--- config.mk ---
export PLATFORM = sky130hd
export DESIGN_NAME = match_controller
export DESIGN_NICKNAME = d
export VERILOG_FILES = /design/src/rtl/game_pkg.sv /design/src/rtl/rise_detect.sv /design/src/rtl/match_controller.sv
export SDC_FILE = /design/constraint.sdc
export NUM_CORES = 1
export LEC_CHECK = 0
export BUFFER_PORTS_ARGS = -buffer_cell sky130_fd_sc_hd__clkbuf_2
export CAP_MARGIN = 20
export CORE_MARGIN = 2
export CORE_UTILIZATION = 45
export CTS_BUF_LIST = sky130_fd_sc_hd__clkbuf_4 sky130_fd_sc_hd__clkbuf_8
export DETAILED_ROUTE_END_ITERATION = 16
export PLACE_DENSITY = 0.76
export SYNTH_ARGS = -nofsm -noshare
export SYNTH_HDL_FRONTEND = slang
export SYNTH_SLANG_ARGS = --single-unit
--- constraint.sdc ---
create_clock -name clk -period 2.3 [get_ports clk]
set_input_delay 0.23 -clock clk [delete_from_list [all_inputs] [get_ports clk]]
set_output_delay 0.23 -clock clk [all_outputs]
set_load 0.005 [all_outputs]
--- src/rtl/game_pkg.sv ---
// -----------------------------------------------------------------------------
// game_pkg
// Constants shared by the match controller, the ball datapath and the display
// decode: the 2-bit match state encoding and the winner codes.
// No ports.
// -----------------------------------------------------------------------------
package game_pkg;

    typedef enum logic [1:0] {
        ST_IDLE  = 2'd0,
        ST_SERVE = 2'd1,
        ST_PLAY  = 2'd2,
        ST_OVER  = 2'd3
    } state_t;

    localparam logic [1:0] WIN_NONE = 2'd0;
    localparam logic [1:0] WIN_P1   = 2'd1;
    localparam logic [1:0] WIN_P2   = 2'd2;

endpackage

--- src/rtl/rise_detect.sv ---
// -----------------------------------------------------------------------------
// rise_detect
// Registered rising-edge detector for a debounced button level.
// RESET_VAL sets the level the delay register assumes after reset; a value of
// 1 means a button already held through reset does not produce an edge until
// it is released and pressed again.
//
// Ports:
//   clk      in  1  rising-edge clock
//   rst      in  1  synchronous active-high reset
//   i_level  in  1  button level
//   o_rise   out 1  high while i_level is 1 and was 0 on the previous edge
// -----------------------------------------------------------------------------
module rise_detect #(
    parameter logic RESET_VAL = 1'b1
) (
    input  logic clk,
    input  logic rst,
    input  logic i_level,
    output logic o_rise
);

    logic r_level_q;

    // NOTE: sequential state uses non-blocking assignments so every register
    // samples the pre-edge values of its neighbours.
    always_ff @(posedge clk) begin
        if (rst) r_level_q <= RESET_VAL;
        else     r_level_q <= i_level;
    end

    // Feeds only next-state logic in the user; not a registered output itself.
    assign o_rise = i_level & ~r_level_q;

endmodule

--- src/rtl/match_controller.sv ---
// -----------------------------------------------------------------------------
// match_controller
// Sequencer for a two-player match: start edge detection, serve countdown,
// score keeping and win detection. All outputs are registered.
//
// Ports:
//   clk          in  1        rising-edge clock
//   rst          in  1        synchronous active-high reset
//   start        in  1        debounced start button level
//   tick         in  1        one-cycle countdown time-base pulse
//   point_valid  in  1        one-cycle pulse: rally ended
//   point_p2     in  1        rally scorer (0 = p1, 1 = p2), qualified by point_valid
//   cur_state    out 2        IDLE=0 SERVE=1 PLAY=2 OVER=3
//   score_p1     out SCORE_W  player-1 score
//   score_p2     out SCORE_W  player-2 score
//   serve_cnt    out 4        remaining serve countdown ticks
//   serve_p2     out 1        serving side (0 = p1, 1 = p2)
//   launch       out 1        one-cycle pulse on the first PLAY cycle
//   winner       out 2        0 = none, 1 = p1, 2 = p2
// -----------------------------------------------------------------------------
module match_controller
    import game_pkg::*;
#(
    parameter int WIN_SCORE   = 7,
    parameter int SERVE_TICKS = 3,
    parameter int SCORE_W     = 4
) (
    input  logic               clk,
    input  logic               rst,
    input  logic               start,
    input  logic               tick,
    input  logic               point_valid,
    input  logic               point_p2,
    output logic [1:0]         cur_state,
    output logic [SCORE_W-1:0] score_p1,
    output logic [SCORE_W-1:0] score_p2,
    output logic [3:0]         serve_cnt,
    output logic               serve_p2,
    output logic               launch,
    output logic [1:0]         winner
);

    localparam logic [SCORE_W-1:0] LP_WIN   = SCORE_W'(WIN_SCORE);
    localparam logic [3:0]         LP_SERVE = 4'(SERVE_TICKS);

    state_t             r_state, w_state_nxt;
    logic [SCORE_W-1:0] r_score_p1, r_score_p2, w_score_p1_nxt, w_score_p2_nxt;
    logic [SCORE_W-1:0] w_scorer_inc;
    logic [3:0]         r_serve_cnt, w_serve_cnt_nxt;
    logic               r_serve_p2, w_serve_p2_nxt;
    logic               r_launch, w_launch_nxt;
    logic [1:0]         r_winner, w_winner_nxt;
    logic               w_start_rise;
    logic               w_win;
    logic               w_last_tick;

    rise_detect #(.RESET_VAL(1'b1)) u_start_rise (
        .clk     (clk),
        .rst     (rst),
        .i_level (start),
        .o_rise  (w_start_rise)
    );

    // Scorer's score after this rally; only meaningful in PLAY with point_valid.
    assign w_scorer_inc = (point_p2 ? r_score_p2 : r_score_p1) + 1'b1;
    assign w_win        = (w_scorer_inc == LP_WIN);
    assign w_last_tick  = tick && (r_serve_cnt == 4'd1);

    // State register.
    always_ff @(posedge clk) begin
        if (rst) r_state <= ST_IDLE;
        else     r_state <= w_state_nxt;
    end

    // Next-state logic.
    always_comb begin
        // NOTE: every signal assigned in a combinational block gets a default
        // first; otherwise unassigned paths infer latches.
        w_state_nxt = r_state;
        unique case (r_state)
            ST_IDLE,
            ST_OVER:  if (w_start_rise) w_state_nxt = ST_SERVE;
            ST_SERVE: if (w_last_tick)  w_state_nxt = ST_PLAY;
            ST_PLAY:  if (point_valid)  w_state_nxt = w_win ? ST_OVER : ST_SERVE;
            default:                    w_state_nxt = ST_IDLE;
        endcase
    end

    // Next values of the counters and outputs.
    always_comb begin
        w_score_p1_nxt  = r_score_p1;
        w_score_p2_nxt  = r_score_p2;
        w_serve_cnt_nxt = r_serve_cnt;
        w_serve_p2_nxt  = r_serve_p2;
        w_winner_nxt    = r_winner;
        w_launch_nxt    = 1'b0;
        unique case (r_state)
            ST_IDLE,
            ST_OVER: begin
                if (w_start_rise) begin
                    w_score_p1_nxt  = '0;
                    w_score_p2_nxt  = '0;
                    w_serve_cnt_nxt = LP_SERVE;
                    w_serve_p2_nxt  = 1'b0;
                    w_winner_nxt    = WIN_NONE;
                end
            end
            ST_SERVE: begin
                if (w_last_tick) begin
                    w_serve_cnt_nxt = 4'd0;
                    w_launch_nxt    = 1'b1;
                end else if (tick && r_serve_cnt != 4'd0) begin
                    w_serve_cnt_nxt = r_serve_cnt - 4'd1;
                end
            end
            ST_PLAY: begin
                // A simultaneous tick is irrelevant here: only point_valid is decoded.
                if (point_valid) begin
                    if (point_p2) w_score_p2_nxt = w_scorer_inc;
                    else          w_score_p1_nxt = w_scorer_inc;
                    if (w_win) begin
                        w_winner_nxt = point_p2 ? WIN_P2 : WIN_P1;
                    end else begin
                        w_serve_cnt_nxt = LP_SERVE;
                        w_serve_p2_nxt  = ~point_p2; // loser serves
                    end
                end
            end
            default: ;
        endcase
    end

    // Registered counters and outputs.
    always_ff @(posedge clk) begin
        if (rst) begin
            r_score_p1  <= '0;
            r_score_p2  <= '0;
            r_serve_cnt <= 4'd0;
            r_serve_p2  <= 1'b0;
            r_launch    <= 1'b0;
            r_winner    <= WIN_NONE;
        end else begin
            r_score_p1  <= w_score_p1_nxt;
            r_score_p2  <= w_score_p2_nxt;
            r_serve_cnt <= w_serve_cnt_nxt;
            r_serve_p2  <= w_serve_p2_nxt;
            r_launch    <= w_launch_nxt;
            r_winner    <= w_winner_nxt;
        end
    end

    assign cur_state = r_state;
    assign score_p1  = r_score_p1;
    assign score_p2  = r_score_p2;
    assign serve_cnt = r_serve_cnt;
    assign serve_p2  = r_serve_p2;
    assign launch    = r_launch;
    assign winner    = r_winner;

endmodule
==> summary.txt, run 1 <==
Clock network
  – Num CTS Buffers: 3
  – TritonCTS Sinks: 19
  – Worst-Skew Late Latency: roughly 320 ps
  – Max Root-Sink Buffers: 2
  – Hold_buf cts: 0
  – Post-CTS Setup Inserts: 0
  – CTS tree: built
  – Htree depth: 1
  – CTS root buf: clkbuf_4
  – Post-cts resize count: 0
  – Clock transition at the registers of the reported paths: approximately 110 ps

Placed design
  – Post-detail-place hpwl: ~1.9 mm
  – Number of I/O port buffers: 23
  – GP Congestion: 0.814

Timing
  – Worst slew margin: approximately 63%
  – Setup-failing EPs final: 0
  – Hold_ws: about 110 ps
  – TNS Setup: 0 ps
  – Worst Tran Pin Value: about 560 ps
  – Clock skew: 4.77 ps
  – Final Hold Viols: 0
  – RSZ-0062 raised after global routing: no
  – Max frequency: ~500 MHz
  – Final period util: 86.5%
  – Min Tclk post-route: between 1500 and 2000 ps
  – Slew Viols, Final: 0

Setup path
  – Crit path DAT: roughly 2200 ps
  – Data required time of the worst path: about 2500 ps
  – CP bufs+invs: 1
  – Worst-path cell chain: inv_1 -> ha_1 -> nor2b_1 -> a2111oi_4 -> mux2i_1 -> nor2_1
  – Crit Path Category: flip-flop to flip-flop
  – Delay of the slowest critical-path stage: ~550 ps
  – CP endpoint kind: flip-flop
  – Crit path launch type: flip-flop
  – CP Max Fanout: 11
  – Worst path top cell family by delay: compound AO/OA/AOI/OAI gates
  – Slowest stage cell, crit path: a2111oi_4

Pwr
  – Leakage: 0.000615 uW
  – Pwr per Cell Area: around 640 nW/um^2
  – Peak supply drop: roughly 0.42 mV

GRT
  – Aggregate global routing overflow: 0
  – Tot GR Track Use: ~18%
  – Number of global-route vias before repair: between 900 and 1000
  – First-pass GRT wire length: between 4 and 5 mm
  – Largest net degree at the start of global routing: 16
  – Initial antenna violation count: 0

Floorplanning
  – Site row count: 18
  – Initial core utilization: between 40% and 50%
  – Die width: 55.4 um
  – Die Y: 55.4 um
  – Total core area: approximately 2500 um^2
  – Die Area: 3070 um^2
  – I/O pins: 24

Cells and area
  – Nets: 166
  – Share of cells above drive strength 1: around 28%
  – FF/Latch Area: ~380 um^2
  – Synth-to-layout area growth: 13.5%
  – Area taken by multi-input logic gates: 754 um^2
  – Fillers: between 200 and 250
  – Ant. Diodes: 0

Routing
  – DR DRC count: 0
  – DRT iter0 DRCs: 11
  – DR WL/cell: around 14 um
  – Detail-routed via count per cell: roughly 5.5
  – Drt pass-1 iters: 4
  – Final antenna-violating net count: 0
  – Post-Route WL: around 2.5 mm
  – Via count: between 900 and 1000

Yosys
  – Sequential area share after synthesis: about a third
  – Syn Inst Count: 129
  – Mean Syn Cell Area: 9.20 um^2
  – Synth Warn #: 0
  – Distinct cells, synth: 43
  – Number of synthesized flops with an enable pin: 0
  – Ys flop type: dfxtp_1
  – #FFs+latches synth: 19
  – Mapped Nets: ~140
  – Synthesized cell area: between 1000 and 1500 um^2
  – Async SR Flop Fraction: 0%

Status
  – Status: completed

Run
  – Max-cap viol count: 0

Hold path
  – Worst min path class: input port to flip-flop
## metal layers
layer | wire [um] | share of wire [%] | global-route usage (%)
met1 | 1150 | 46 | 21.2
met2 | 1180 | 47 | 28.9
met3 | 123 | 4.9 | 3.28
met4 | 70 | 2.8 | 10.1
met5 | 0 | 0 | 0
## worst register-to-register path: stages, from the launching register on
cell,delay [ps]
dfxtp_1,410
inv_1,60
ha_1,310
nor2b_1,240
a2111oi_4,550
mux2i_1,250
nor2_1,60
## power breakdown
group	switching, uW	internal, uW	total [uW]
sequential	23.8	349	372
clock	116	79.9	196
combinational	162	129	291
total	302	557	860
## layout make-up
type | instances | share of cell area (%)
Clock buffer | 4 | 2.23
Timing Repair Buffer | 23 | 8.54
Multi-Input combinational cell | 98 | 56.0
Sequential cell | 19 | 28.2
Tap cell | 30 | 2.79
Inverter | 8 | 2.23
## cell usage in the layout, fill, tap and decap left out, types with 2 or more instances in the layout
cell / count
o21ai_1: 2
dfxtp_1: 19
and2_1: 3
or2_2: 2
nand2_1: 11
a211oi_1: 2
a31oi_1: 2
clkbuf_2: 23
nand2b_1: 2
inv_1: 7
nor2b_1: 6
o2111ai_1: 2
mux2i_1: 14
a21oi_1: 4
and3_1: 2
mux2_2: 2
ha_1: 7
clkbuf_4: 4
o21ai_0: 2
nor2_1: 13
## cells in the mapped netlist, drive strengths merged, types with 2 or more instances
| cell | number | area [um^2] |
|---|---|---|
| nand2 | 11 | 41.3 |
| nor2 | 13 | 48.8 |
| a221oi | 2 | 23.8 |
| inv | 7 | 26.3 |
| and2 | 4 | 26.3 |
| and3 | 2 | 12.5 |
| mux2 | 2 | 22.5 |
| a31oi | 2 | 12.5 |
| a211oi | 2 | 15.0 |
| ha | 7 | 87.6 |
| nand2b | 2 | 12.5 |
| or2 | 2 | 12.5 |
| clkbuf | 3 | 11.3 |
| o2111ai | 3 | 32.5 |
| a21oi | 4 | 20.0 |
| mux2i | 14 | 140 |
| dfxtp | 19 | 380 |
| o21ai | 4 | 20.0 |
| nor2b | 6 | 37.5 |
| nor3 | 2 | 15.0 |
## worst paths after layout
check                            start  depth (start not counted)                                end  slack [ps]
min                              start                          2  u_start_rise.r_level_q$_SDFF_PP1_         110
min reg2reg      serve_p2$_SDFFE_PP0P_                          2              serve_p2$_SDFFE_PP0P_         480
max reg2reg  cur_state[0]$_SDFFE_PP0P_                          6           score_p1[1]$_SDFFE_PP0P_         310
max          cur_state[0]$_SDFFE_PP0P_                          6           score_p1[1]$_SDFFE_PP0P_         310
## through the flow
stage	area [um^2]	power [uW]	instances	utilization, %	setup slack, ps
final	1350	860	182	53.9	310
after global routing	1350	910	182	53.9	144
after CTS	1350	866	182	53.9	305
after detailed placement	1320	670	178	52.7	265
after global placement	1320	662	178	52.7	327
after floorplan	1190	601	129	-	485
## cell families (layout without fill, tap and decap cells)
kind of cell	count (synthesis)	count (layout)	share of synthesized area, %
simple gates	52	52	25.2
compound gates	23	23	17.3
flops	19	19	32.0
mux	16	16	13.7
buf+inv	12	35	4.43
fa+ha+maj	7	7	7.38
## flip-flops by register name, summed over array words and instances, names as in the netlist
signal                  flops
launch                      1
cur_state                   2
score_p1                    4
score_p2                    4
winner                      2
serve_cnt                   4
serve_p2                    1
u_start_rise.r_level_q      1
Note: power is estimated with default switching activity, not from simulation.
==> run 2: changes to the inputs <==
--- a/config.mk
+++ b/config.mk
@@ -7,11 +7,14 @@
 export LEC_CHECK = 0
 export BUFFER_PORTS_ARGS = -buffer_cell sky130_fd_sc_hd__clkbuf_2
 export CAP_MARGIN = 20
+export CELL_PAD_IN_SITES_DETAIL_PLACEMENT = 1
+export CELL_PAD_IN_SITES_GLOBAL_PLACEMENT = 2
 export CORE_MARGIN = 2
-export CORE_UTILIZATION = 45
+export CORE_UTILIZATION = 34
 export CTS_BUF_LIST = sky130_fd_sc_hd__clkbuf_4 sky130_fd_sc_hd__clkbuf_8
+export CTS_CLUSTER_SIZE = 10
 export DETAILED_ROUTE_END_ITERATION = 16
-export PLACE_DENSITY = 0.76
+export PLACE_DENSITY = 0.9
 export SYNTH_ARGS = -nofsm -noshare
 export SYNTH_HDL_FRONTEND = slang
 export SYNTH_SLANG_ARGS = --single-unit
==> summary.txt, run 2 (synthesis gave the netlist of run 1 again) <==
Status
  – Status: completed

Timing
  – Worst slew margin: around three fifths
  – Final period util: 88.7%
  – Max frequency: slightly below 500 MHz
  – Final Hold Viols: 0
  – Min Tclk post-route: just over 2000 ps
  – Clock skew: approximately 4.2 ps
  – Slew Viols, Final: 0
  – Setup-failing EPs final: 0
  – Worst Tran Pin Value: approximately 570 ps
  – TNS Setup: 0 ps
  – RSZ-0062 raised after global routing: no

Cells and area
  – Share of cells above drive strength 1: roughly 28%
  – Nets: 166
  – Post-route insts no fill: slightly below 200
  – Area taken by multi-input logic gates: 754 um^2
  – Fillers: between 400 and 500
  – Most common cell after layout, fill and taps aside: clkbuf_2
  – Most frequent cells in the layout: clkbuf_2, dfxtp_1, mux2i_1
  – FF/Latch Area: around 380 um^2
  – Finished Cell Area: about 1400 um^2
  – Final core occ: around two fifths
  – Synth-to-layout area growth: 15.0%
  – Ant. Diodes: 0

Routing
  – DR WL/cell: approximately 15 um
  – Detail-routed via count per cell: roughly 5.1
  – DR DRC count: 0
  – Post-Route WL: ~2.9 mm
  – Drt pass-1 iters: 4
  – Final antenna-violating net count: 0
  – DRT iter0 DRCs: 36
  – Via count: between 1000 and 1500

Setup path
  – Reg2Reg Setup Slack: 260 ps
  – Critical path endpoint: score_p1[1]$_SDFFE_PP0P_
  – CP endpoint kind: flip-flop
  – FF-to-FF End: score_p1[1]$_SDFFE_PP0P_
  – Worst-path cell chain: inv_1 -> ha_1 -> nor2b_1 -> a2111oi_4 -> mux2i_1 -> nor2_1
  – Reg2reg path depth: 6
  – Slowest stage cell, crit path: a2111oi_4
  – Data required time of the worst path: 2500 ps
  – Crit Path Category: flip-flop to flip-flop
  – Worst path top cell family by delay: compound AO/OA/AOI/OAI gates
  – CP Max Fanout: 11
  – CP bufs+invs: 1
  – Reg-to-Reg Start: cur_state[0]$_SDFFE_PP0P_
  – Crit path depth: 6
  – Crit path DAT: approximately 2200 ps
  – Worst setup path startpoint: cur_state[0]$_SDFFE_PP0P_
  – Crit path launch type: flip-flop
  – Delay of the slowest critical-path stage: 590 ps

Pwr
  – Peak supply drop: 0.223 mV
  – Pwr per Cell Area: ~620 nW/um^2
  – Leakage: a little over 0.0006 uW

Placed design
  – Area after DPL: 1340 um^2
  – Post-detail-place hpwl: 2.26 mm
  – GP Congestion: between 0.7 and 0.8
  – Number of I/O port buffers: 23
  – DP Cell Count: around 190

GRT
  – Aggregate global routing overflow: 0
  – Initial antenna violation count: 0
  – First-pass GRT wire length: 4.89 mm
  – Tot GR Track Use: around 16%
  – Largest net degree at the start of global routing: 16
  – Number of global-route vias before repair: 1034

Clock network
  – CTS tree: built
  – Clock transition at the registers of the reported paths: 120 ps
  – Worst-Skew Late Latency: roughly 310 ps
  – TritonCTS Sinks: 19
  – Post-cts resize count: 0
  – Hold_buf cts: 0
  – Post-CTS Setup Inserts: 0
  – Max Root-Sink Buffers: 2
  – CTS root buf: clkbuf_4
  – Num CTS Buffers: 3
  – Htree depth: 1

Run
  – Max-cap viol count: 0

Floorplanning
  – Die width: between 60 and 70 um
  – I/O pins: 24
  – Initial core utilization: 35.6%
  – Site row count: 21
  – Die Area: roughly 4000 um^2
  – Die Y: 63.1 um
  – Total core area: around 3300 um^2

Hold path
  – Worst min path class: input port to flip-flop
[run 2: worst min path at each step]
stage,from,endpoint,cells past startpoint
CTS,start,u_start_rise.r_level_q$_SDFF_PP1_,2
global placement,start,u_start_rise.r_level_q$_SDFF_PP1_,2
floorplan,rst,u_start_rise.r_level_q$_SDFF_PP1_,1
global route,start,u_start_rise.r_level_q$_SDFF_PP1_,2
detailed placement,start,u_start_rise.r_level_q$_SDFF_PP1_,2
finish,start,u_start_rise.r_level_q$_SDFF_PP1_,2
[run 2: cell type report]
| cell class | count | share of cell area [%] |
|---|---|---|
| Clock buffer | 3 | 1.65 |
| Clock inverter | 1 | 0.367 |
| Inverter | 8 | 2.20 |
| Multi-Input combinational cell | 98 | 55.3 |
| Sequential cell | 19 | 27.9 |
| Tap cell | 46 | 4.22 |
| Timing Repair Buffer | 23 | 8.43 |
[run 2: where the power goes]
part / leakage (uW) / switching [uW] / total, uW / internal [uW]
registers: 0.000154 / 24.5 / 373 / 349
clock network: 0.0000177 / 113 / 178 / 65.0
logic: 0.000442 / 171 / 300 / 129
[run 2: metal layers]
layer / wire length [um] / global-route usage (%) / vias to the layer above
met1: 1450 / 20.7 / 485
met2: 1310 / 25.3 / 20
li1: - / - / 507
met5: 0 / 0 / -
met3: 95 / 2.32 / 4
met4: 47 / 6.67 / 0
[run 2: stage by stage]
stage	setup WS, ps	hold WS, ps	power (uW)
floorplan	485	334	601
global placement	292	434	675
detailed placement	161	446	681
CTS	244	115	866
global route	19.7	123	919
finish	259	128	851
==> run 3: changes to the inputs <==
==> config.mk (replaced) <==
export PLATFORM = sky130hd
export DESIGN_NAME = match_controller
export DESIGN_NICKNAME = d
export VERILOG_FILES = /design/src/rtl/game_pkg.sv /design/src/rtl/rise_detect.sv /design/src/rtl/match_controller.sv
export SDC_FILE = /design/constraint.sdc
export NUM_CORES = 1
export LEC_CHECK = 0
export CELL_PAD_IN_SITES_DETAIL_PLACEMENT = 1
export CELL_PAD_IN_SITES_GLOBAL_PLACEMENT = 2
export CORE_MARGIN = 2
export CORE_UTILIZATION = 39
export CTS_BUF_LIST = sky130_fd_sc_hd__clkbuf_4 sky130_fd_sc_hd__clkbuf_8
export CTS_CLUSTER_SIZE = 10
export DETAILED_ROUTE_END_ITERATION = 16
export DONT_BUFFER_PORTS = 1
export PLACE_DENSITY = 0.89
export SYNTH_ARGS = -nofsm -noshare
export SYNTH_HDL_FRONTEND = slang
export SYNTH_SLANG_ARGS = --single-unit
==> summary.txt, run 3 (synthesis gave the netlist of run 1 again) <==
Status
  – Status: completed

Routing
  – DRT iter0 DRCs: 26
  – Drt pass-1 iters: 4
  – Final antenna-violating net count: 0
  – Via count: between 900 and 1000
  – Detail-routed via count per cell: 5.81
  – Post-Route WL: 2.81 mm
  – DR DRC count: 0
  – DR WL/cell: 17.0 um

GRT
  – First-pass GRT wire length: approximately 4.7 mm
  – Initial antenna violation count: 0
  – Aggregate global routing overflow: 0
  – Tot GR Track Use: 17.5%
  – Number of global-route vias before repair: 983
  – Largest net degree at the start of global routing: 12

Setup path
  – Crit path launch type: flip-flop
  – Worst-path cell chain: inv_1 -> ha_1 -> nor2b_1 -> a2111oi_4 -> mux2i_1 -> nor2_1
  – CP Max Fanout: 11
  – Crit path DAT: ~2300 ps
  – Worst path top cell family by delay: compound AO/OA/AOI/OAI gates
  – Delay of the slowest critical-path stage: 540 ps
  – Reg2reg path depth: 6
  – CP bufs+invs: 1
  – Crit Path Category: flip-flop to flip-flop
  – Crit path depth: 6
  – CP endpoint kind: flip-flop
  – Slowest stage cell, crit path: a2111oi_4
  – Data required time of the worst path: approximately 2500 ps

Clock network
  – TritonCTS Sinks: 19
  – Hold_buf cts: 1
  – Post-CTS Setup Inserts: 0
  – Clock transition at the registers of the reported paths: 120 ps
  – Htree depth: 1
  – CTS tree: built
  – Worst-Skew Late Latency: between 300 and 400 ps
  – Max Root-Sink Buffers: 2
  – Post-cts resize count: 0
  – Num CTS Buffers: 3
  – CTS root buf: clkbuf_4

Placed design
  – GP Congestion: between 0.7 and 0.8
  – Number of I/O port buffers: 0
  – Post-detail-place hpwl: roughly 2.1 mm
  – Area after DPL: 1210 um^2

Timing
  – Max frequency: around 480 MHz
  – Final period util: between 90% and 100%
  – Clock skew: around 4.1 ps
  – TNS Setup: 0 ps
  – Setup-failing EPs final: 0
  – Min Tclk post-route: around 2100 ps
  – Final Hold Viols: 0
  – Worst slew margin: between 60% and 70%
  – Worst Tran Pin Value: roughly 520 ps
  – RSZ-0062 raised after global routing: no
  – Slew Viols, Final: 0
  – Hold_ws: between 20 and 30 ps

Hold path
  – Worst Hold Depth: 1
  – Worst min path class: input port to flip-flop

Floorplanning
  – Site row count: 20
  – Die width: 59.2 um
  – Die Area: approximately 3500 um^2
  – I/O pins: 24
  – Total core area: 2980 um^2
  – Initial core utilization: roughly 40%
  – Die Y: between 50 and 60 um

Cells and area
  – Finished Cell Area: between 1000 and 1500 um^2
  – Synth-to-layout area growth: 6.43%
  – Nets: between 100 and 150
  – Share of cells above drive strength 1: between 10 and 15%
  – Most frequent cells in the layout: dfxtp_1, mux2i_1, nor2_1
  – Ant. Diodes: 0
  – Most common cell after layout, fill and taps aside: dfxtp_1

Pwr
  – Pwr per Cell Area: between 600 and 700 nW/um^2
  – Flop pwr share: between 40% and 50%
  – NetSw: between 200 and 300 uW
  – Net Sw Frac: between 30% and 40%
  – Peak supply drop: around 0.23 mV
  – Internal power: roughly 530 uW
  – Clk pwr share: between 20% and 30%
  – Gate power share: roughly 33%
  – Leakage: around 0.00052 uW

Run
  – Max-cap viol count: 0
-- run 3: cell count changes in the layout (fill, tap and decap cells not counted) --
cell and change:
dlygate4sd3_1 +3, clkbuf_2 -23
-- run 3: path summary, 6_finish.rpt --
check | slack (ps) | to | start
worst max-delay path | 210 | score_p1[1]$_SDFFE_PP0P_ | cur_state[0]$_SDFFE_PP0P_
worst min-delay path | 30 | cur_state[1]$_SDFFE_PP0P_ | rst
worst max register to register | 210 | score_p1[1]$_SDFFE_PP0P_ | cur_state[0]$_SDFFE_PP0P_
worst min register to register | 500 | winner[1]$_SDFFE_PP0P_ | winner[1]$_SDFFE_PP0P_
-- run 3: area by class of cell --
type / instances / area [um^2]
flip-flops and latches: 19 / 380
multi-input cells: 98 / 754
clock buffers: 3 / 22.5
clock inverters: 1 / 5.00
inverters: 8 / 30.0
fillers: 356 / 1710
well taps: 33 / 41.3
repair buffers: 3 / 30.0
-- run 3: per-layer routing --
| layer | GRT usage [%] | up-vias | wire (um) |
|---|---|---|---|
| met4 | 3.90 | 0 | 16 |
| li1 | - | 469 | - |
| met5 | 0 | - | 0 |
| met3 | 4.80 | 2 | 109 |
| met1 | 22.8 | 474 | 1330 |
| met2 | 28.9 | 14 | 1350 |
-- run 3: worst register-to-register path, stage by stage (launching register included) --
cell and delay [ps]:
dfxtp_1 440, inv_1 70, ha_1 330, nor2b_1 260, a2111oi_4 540, mux2i_1 290, nor2_1 60
-- run 3: power by group through the flow --
stage / clock network [uW] / registers [uW] / logic (uW)
final: 177 / 376 / 269
after floorplan: 0 / 377 / 224
after global routing: 208 / 381 / 303
after global placement: 0 / 384 / 256
after CTS: 185 / 377 / 269
after detailed placement: 0 / 385 / 264
-- run 3: metrics by stage --
stage | setup WS (ps) | instances | utilization, % | power (uW)
floorplan | 485 | 129 | - | 601
global placement | 329 | 158 | 40.5 | 639
detailed placement | 227 | 158 | 40.5 | 649
CTS | 190 | 163 | 41.8 | 832
global route | 68.3 | 165 | 42.4 | 893
finish | 211 | 165 | 42.4 | 822
